`src/rtl/alarm_set_pkg.sv`:
```
// Shared state/field encodings and wrap-around step helpers for alarm_set_ctrl.
package alarm_set_pkg;
  localparam int HR_W = 5;
  localparam int MN_W = 6;

  localparam logic [2:0] ST_RUN      = 3'd0;
  localparam logic [2:0] ST_SET_HR   = 3'd1;
  localparam logic [2:0] ST_SET_MIN  = 3'd2;
  localparam logic [2:0] ST_SET_AHR  = 3'd3;
  localparam logic [2:0] ST_SET_AMIN = 3'd4;

  localparam logic [1:0] FLD_NONE = 2'd0;
  localparam logic [1:0] FLD_HOUR = 2'd1;
  localparam logic [1:0] FLD_MIN  = 2'd2;

  localparam logic [HR_W-1:0] HOUR_MAX = 5'd23;
  localparam logic [MN_W-1:0] MIN_MAX  = 6'd59;

  function automatic logic [HR_W-1:0] hour_step(input logic [HR_W-1:0] h, input logic up);
    if (up) return (h == HOUR_MAX) ? 5'd0 : h + 5'd1;
    return (h == 5'd0) ? HOUR_MAX : h - 5'd1;
  endfunction

  function automatic logic [MN_W-1:0] min_step(input logic [MN_W-1:0] m, input logic up);
    if (up) return (m == MIN_MAX) ? 6'd0 : m + 6'd1;
    return (m == 6'd0) ? MIN_MAX : m - 6'd1;
  endfunction
endpackage

```
`src/rtl/btn_rise.sv`:
```
// Registered rising-edge detector: one-cycle pulse the cycle after a level is first sampled high.
module btn_rise (
  input  logic clk,
  input  logic rst_n,
  input  logic level_i,
  output logic pulse_o
);
  logic prev_q, pulse_q;

  always_ff @(posedge clk) begin
    if (!rst_n) begin
      prev_q  <= 1'b0;
      pulse_q <= 1'b0;
    end else begin
      prev_q  <= level_i;
      pulse_q <= level_i & ~prev_q;
    end
  end

  assign pulse_o = pulse_q;
endmodule

```
`src/rtl/alarm_set_ctrl.sv`:
```
// Front-panel mode FSM for time/alarm setting with idle timeout.
// Optional hold-to-repeat on inc/dec when ALARM_SET_AUTOREPEAT_EN is defined.
module alarm_set_ctrl
  import alarm_set_pkg::*;
#(
  parameter logic [31:0] TIMEOUT_CYCLES = 32'd1_000_000_000,
  parameter logic [31:0] HOLD_CYCLES    = 32'd50_000_000,
  parameter logic [31:0] REPEAT_CYCLES  = 32'd20_000_000
) (
  input  logic            clk,
  input  logic            rst_n,
  input  logic            btn_mode,
  input  logic            btn_inc,
  input  logic            btn_dec,
  input  logic [HR_W-1:0] cur_hour,
  input  logic [MN_W-1:0] cur_min,
  output logic            time_load,
  output logic [HR_W-1:0] load_hour,
  output logic [MN_W-1:0] load_min,
  output logic [HR_W-1:0] alarm_hour,
  output logic [MN_W-1:0] alarm_min,
  output logic            alarm_en,
  output logic            edit_active,
  output logic [1:0]      edit_field,
  output logic            edit_is_alarm,
  output logic [MN_W-1:0] edit_value
);
  logic mode_p, inc_raw_p, dec_raw_p, inc_p, dec_p;

  btn_rise u_mode (.clk(clk), .rst_n(rst_n), .level_i(btn_mode), .pulse_o(mode_p));
  btn_rise u_inc  (.clk(clk), .rst_n(rst_n), .level_i(btn_inc),  .pulse_o(inc_raw_p));
  btn_rise u_dec  (.clk(clk), .rst_n(rst_n), .level_i(btn_dec),  .pulse_o(dec_raw_p));

  logic [2:0]      state_q, state_d;
  logic [HR_W-1:0] edit_hr_q, edit_hr_d, alarm_hr_q, alarm_hr_d, load_hr_q, load_hr_d;
  logic [MN_W-1:0] edit_mn_q, edit_mn_d, alarm_mn_q, alarm_mn_d, load_mn_q, load_mn_d;
  logic            alarm_en_q, alarm_en_d, time_load_q, time_load_d;
  logic [31:0]     to_cnt_q, to_cnt_d;
  logic [1:0]      field;
  logic            in_set;

  assign in_set = (state_q != ST_RUN);

`ifdef ALARM_SET_AUTOREPEAT_EN
  // Hold timer restarts on every real press; phase 0 waits HOLD, phase 1 paces repeats.
  logic [31:0] rep_cnt_q;
  logic        rep_phase_q, rep_inc_q, rep_dec_q, one_held;

  assign one_held = in_set & (btn_inc ^ btn_dec);

  always_ff @(posedge clk) begin
    if (!rst_n) begin
      rep_cnt_q   <= '0;
      rep_phase_q <= 1'b0;
      rep_inc_q   <= 1'b0;
      rep_dec_q   <= 1'b0;
    end else begin
      rep_inc_q <= 1'b0;
      rep_dec_q <= 1'b0;
      if (!one_held || inc_raw_p || dec_raw_p) begin
        rep_cnt_q   <= '0;
        rep_phase_q <= 1'b0;
      end else if (rep_cnt_q == (rep_phase_q ? REPEAT_CYCLES - 32'd1 : HOLD_CYCLES - 32'd1)) begin
        rep_cnt_q   <= '0;
        rep_phase_q <= 1'b1;
        rep_inc_q   <= btn_inc;
        rep_dec_q   <= btn_dec;
      end else begin
        rep_cnt_q <= rep_cnt_q + 32'd1;
      end
    end
  end

  assign inc_p = inc_raw_p | (rep_inc_q & in_set);
  assign dec_p = dec_raw_p | (rep_dec_q & in_set);
`else
  logic unused_rep_params;
  assign unused_rep_params = ^{HOLD_CYCLES, REPEAT_CYCLES};
  assign inc_p = inc_raw_p;
  assign dec_p = dec_raw_p;
`endif

  always_comb begin
    field = FLD_NONE;
    case (state_q)
      ST_SET_HR, ST_SET_AHR:   field = FLD_HOUR;
      ST_SET_MIN, ST_SET_AMIN: field = FLD_MIN;
      default:                 field = FLD_NONE;
    endcase
  end

  always_comb begin
    state_d     = state_q;
    edit_hr_d   = edit_hr_q;
    edit_mn_d   = edit_mn_q;
    alarm_hr_d  = alarm_hr_q;
    alarm_mn_d  = alarm_mn_q;
    alarm_en_d  = alarm_en_q;
    load_hr_d   = load_hr_q;
    load_mn_d   = load_mn_q;
    time_load_d = 1'b0;
    to_cnt_d    = to_cnt_q;

    // mode wins over inc/dec in the same cycle
    if (mode_p) begin
      case (state_q)
        ST_RUN: begin
          state_d   = ST_SET_HR;
          edit_hr_d = cur_hour;
          edit_mn_d = cur_min;
        end
        ST_SET_HR:  state_d = ST_SET_MIN;
        ST_SET_MIN: begin
          state_d     = ST_SET_AHR;
          time_load_d = 1'b1;
          load_hr_d   = edit_hr_q;
          load_mn_d   = edit_mn_q;
          edit_hr_d   = alarm_hr_q;
          edit_mn_d   = alarm_mn_q;
        end
        ST_SET_AHR: state_d = ST_SET_AMIN;
        ST_SET_AMIN: begin
          state_d    = ST_RUN;
          alarm_hr_d = edit_hr_q;
          alarm_mn_d = edit_mn_q;
          alarm_en_d = 1'b1;
        end
        default: state_d = ST_RUN;
      endcase
    end else if (!in_set) begin
      if (inc_p) alarm_en_d = ~alarm_en_q;
    end else if (inc_p ^ dec_p) begin
      if (field == FLD_HOUR)     edit_hr_d = hour_step(edit_hr_q, inc_p);
      else if (field == FLD_MIN) edit_mn_d = min_step(edit_mn_q, inc_p);
    end

    // any event (including the one that entered the state) restarts the idle window
    if (mode_p || inc_p || dec_p || !in_set) begin
      to_cnt_d = '0;
    end else if (to_cnt_q == TIMEOUT_CYCLES - 32'd1) begin
      to_cnt_d = '0;
      state_d  = ST_RUN;
    end else begin
      to_cnt_d = to_cnt_q + 32'd1;
    end
  end

  always_ff @(posedge clk) begin
    if (!rst_n) begin
      state_q     <= ST_RUN;
      edit_hr_q   <= '0;
      edit_mn_q   <= '0;
      alarm_hr_q  <= '0;
      alarm_mn_q  <= '0;
      alarm_en_q  <= 1'b0;
      load_hr_q   <= '0;
      load_mn_q   <= '0;
      time_load_q <= 1'b0;
      to_cnt_q    <= '0;
    end else begin
      state_q     <= state_d;
      edit_hr_q   <= edit_hr_d;
      edit_mn_q   <= edit_mn_d;
      alarm_hr_q  <= alarm_hr_d;
      alarm_mn_q  <= alarm_mn_d;
      alarm_en_q  <= alarm_en_d;
      load_hr_q   <= load_hr_d;
      load_mn_q   <= load_mn_d;
      time_load_q <= time_load_d;
      to_cnt_q    <= to_cnt_d;
    end
  end

  assign time_load     = time_load_q;
  assign load_hour     = load_hr_q;
  assign load_min      = load_mn_q;
  assign alarm_hour    = alarm_hr_q;
  assign alarm_min     = alarm_mn_q;
  assign alarm_en      = alarm_en_q;
  assign edit_active   = in_set;
  assign edit_field    = field;
  assign edit_is_alarm = (state_q == ST_SET_AHR) || (state_q == ST_SET_AMIN);
  assign edit_value    = (field == FLD_HOUR) ? {1'b0, edit_hr_q} :
                         (field == FLD_MIN)  ? edit_mn_q : '0;
endmodule

```
`config.mk`:
```
export PLATFORM = sky130hd
export DESIGN_NAME = alarm_set_ctrl
export DESIGN_NICKNAME = d
export VERILOG_FILES = /design/src/rtl/alarm_set_pkg.sv /design/src/rtl/btn_rise.sv /design/src/rtl/alarm_set_ctrl.sv
export SDC_FILE = /design/constraint.sdc
export NUM_CORES = 1
export LEC_CHECK = 0
export ABC_AREA = 1
export CAP_MARGIN = 20
export CELL_PAD_IN_SITES_DETAIL_PLACEMENT = 1
export CELL_PAD_IN_SITES_GLOBAL_PLACEMENT = 1
export CORE_MARGIN = 2
export CORE_UTILIZATION = 36
export DETAILED_ROUTE_END_ITERATION = 12
export GPL_ROUTABILITY_DRIVEN = 1
export PLACE_DENSITY_LB_ADDON = 0.1
export SYNTH_ARGS = -nofsm -noshare
export SYNTH_HDL_FRONTEND = slang
export SYNTH_SLANG_ARGS = --single-unit
export TNS_END_PERCENT = 50
```
`constraint.sdc`:
```
create_clock -name clk -period 1.4 [get_ports clk]
set_input_delay 0.21 -clock clk [delete_from_list [all_inputs] [get_ports clk]]
set_output_delay 0.21 -clock clk [all_outputs]
set_load 0.02 [all_outputs]
```
==> metrics.txt <==
slack of the critical path -0.2435 ns; pwr dens 800.3 mW/mm^2; grt peak-use layer met2; post-DP HPWL 11630 um; CTS tree built; Peak VDD IR 842.9 uV; worst-path cell chain inv_1 > nor2_1 > nand4_1 > nor2_2 > nand2_2 > nand2_8 > clkbuf_16 > a21oi_2; Worst-Skew Late Latency 0.35 ns; Max Clock Skew 0.004971 ns; Synth Net Count 650; GR Util met1 37.48%; Storage cell area 0.001567 sq mm; DR vias 4988; FP Rows 39; worst hold start u_inc.prev_q; CP max FO 8; DRC 0; drt pass-1 iters 5; fmax 608.5 MHz; worst reg2reg path depth 8; Post-Synthesis Cells 628; hold crit path type reg -> reg; top post-synthesis cells by area dfxtp_1 37%, nand2_1 14%, nor2_1 7.4%; cell taking the most area after synthesis dfxtp_1; gpl congestion 0.9563; Vias/cell 5.306; clock buffer depth 2; EDFF count, synth 0; gr usage total 27.27%; Antenna Cells 0; share of total power in the clock network 45.3%; period utilisation layout 117.4%; hold depth 1; routing usage on met3 5.249%; Layout Cells excl Fill 940; Port Buffer Count 49; Crit path buffers/inverters 2; final hold viol count 0; full die area 0.01230 sq mm; placed insts 906; Die H 110.9 um; first-pass GRT wire length 26900 um; CP required 1.65 ns; Worst slew margin 77.06%; status complete, but fails checks; Sw Pwr 0.001449 W; number of max-cap violations 0; Pleak 2.662 nW; RSZ-0062 raised after global routing yes; hold buffer count at cts 0; Final nets 814; Critical Path AT 1.89 ns; vias in the first global route 5198; Crit Path Category reg -> reg; num ports 50; worst slew pin tran 0.3441 ns; largest net degree at the start of global routing 37; Die Span X 110.9 um; setup TNS -11.01 ns; Setup-failing EPs final 67; starting density of the core 36.50%; Core Util, Final 59.40%; grt total ovfl 0; CORE AREA 0.01127 sq mm; Synth top area share 36.98%; failing checks setup timing; CP delay by family, top simple AND/OR/NAND/NOR gates; worst r2r src to_cnt_q[11]; Critical Path Source Type flip-flop; Reg clk slew, reported paths 0.06 ns; warnings from Yosys 0; P_int 0.003909 W; max-slew violation count 0; area of the multi-input gates 0.002820 sq mm; sequential cell fraction of total power 41.5%; Filler cells 1396; Sw Share 27.05%; CTS Buf Count 9; routed wire length 18080 um; Critical-path top delay cell dfxtp_1; Crit Reg-Reg Endpoint to_cnt_q[9]; Max stage delay on crit path 0.38 ns; synthesized area per cell 6.551 sq um; Reg2Reg Setup Slack -0.24 ns; Post-synth ARST share 0%; wire per inst 19.23 um; Seq/Total Area, Yosys 36.98%; initial DRC count 318; Logic pwr share 13.2%; fraction of layout cells with a size suffix above 1 40.03%; clk root buf clkbuf_16; area growth from synthesis to layout 62.74%; endpoint class of the critical path flip-flop; Main synth FF type dfxtp_1; fin crit period 1.644 ns; Worst Hold Endpoint u_inc.pulse_o; clk sink count 76; H-tree depth 3; Post-Synthesis Cell Area 0.004114 sq mm; met2 Use GR 44.05%; post-route ant nets 0; #FFs+latches synth 76; post-synth cell types 33; initial antenna violation count 0
state kept, by name, indices dropped and copies added, names as in the netlist, 3 cells and up:
| name | flops |
|---|---|
| to_cnt_q | 32 |
| alarm_min | 6 |
| edit_mn_q | 6 |
| load_min | 6 |
| alarm_hour | 5 |
| edit_hr_q | 5 |
| load_hour | 5 |
| state_q | 3 |
cells by family after synthesis:
family                   share of synthesized area (%)
AND/OR/NAND/NOR                                  34.12
AO/OA/AOI/OAI                                    15.54
XOR/XNOR                                         2.555
flip-flops                                       36.98
adder cells (fa/ha/maj)                          1.825
buffers and inverters                            8.972
per-layer routing:
layer  part of all wire, %  vias to the layer above
li1                      -                     2366
met1                    45                     2410
met2                    46                      174
met3                   6.0                       38
met4                   2.3                        0
met5                     0                        -
power groups by stage:
stage                     clock (W)  sequential [W]  combinational [W]
after floorplan                   0         0.00227           0.000304
after global placement            0         0.00227           0.000557
after detailed placement          0         0.00227           0.000579
after CTS                   0.00247         0.00222           0.000651
after global routing        0.00255         0.00223           0.000759
final                       0.00242         0.00222           0.000709
how the worst max path moves through the flow:
stage,slack [ns],to,start,cells after the start
2_1_floorplan,0.0006,edit_mn_q[5],state_q[1],8
3_3_place_gp,-0.24,edit_value[0],state_q[1],6
3_5_place_dp,-0.36,edit_value[3],state_q[0],6
4_1_cts,-0.16,edit_value[3],state_q[0],6
5_1_grt,-0.31,edit_mn_q[0],state_q[2],9
6_report,-0.24,to_cnt_q[9],to_cnt_q[11],8
repair_timing:
item,CTS,global route
setup buffers,8,7
pin swaps,12,21
cloned,3,1
endpoints found under the setup margin,99,79
gates resized for setup,177,94
endpoints found under the hold margin,0,0
per-stage QoR:
stage | hold slack, ns | power (W) | instance area, sq um | worst slack, ns
after global placement | 0.3735 | 0.002826 | 5583 | -0.2363
after detailed placement | 0.3800 | 0.002850 | 5583 | -0.3609
after CTS | 0.3890 | 0.005342 | 6316 | -0.1581
after floorplan | 0.3260 | 0.002576 | 4198 | 0.0006233
after global routing | 0.3954 | 0.005533 | 6695 | -0.3127
final | 0.3848 | 0.005358 | 6695 | -0.2435
cell usage after synthesis (5+ instances only):
cell type    n
nand2_1    153
nor2_1      81
dfxtp_1     76
inv_1       61
a21oi_1     47
nand3_1     47
o21ai_0     46
nor3_1      15
o21ai_1     14
inv_2       10
buf_2        9
xor2_1       8
nor2_2       7
ha_1         6
a21oi_2      5
clkbuf_1     5
o22ai_1      5
area by class of cell:
class                   count  area share, %
clock buffers              10          3.569
clock inverters             6         0.9531
inverters                  72          4.392
multi-input cells         462          42.12
flip-flops and latches     76          23.40
well taps                 143          2.672
repair buffers            171          22.89
cell usage in the layout (no fill, tap or decap), types with 7 or more instances in the layout:
master,count
a21oi_1,30
a21oi_2,19
buf_4,111
buf_6,13
clkbuf_16,10
clkdlybuf4s50_1,15
dfxtp_1,50
dfxtp_2,21
dlygate4sd2_1,24
inv_1,52
inv_2,13
nand2_1,135
nand2_2,16
nand3_1,38
nand3_2,9
nor2_1,52
nor2_2,25
nor2_4,14
nor3_2,9
o21ai_0,38
o21ai_1,15
xor2_1,7
worst reg2reg max path: stages, from the launching register on:
cell       delay (ns)
dfxtp_1          0.38
inv_1            0.14
nor2_1           0.16
nand4_1          0.14
nor2_2           0.16
nand2_2          0.14
nand2_8          0.17
clkbuf_16        0.20
a21oi_2          0.04
Note: power is estimated with default switching activity, not from simulation.
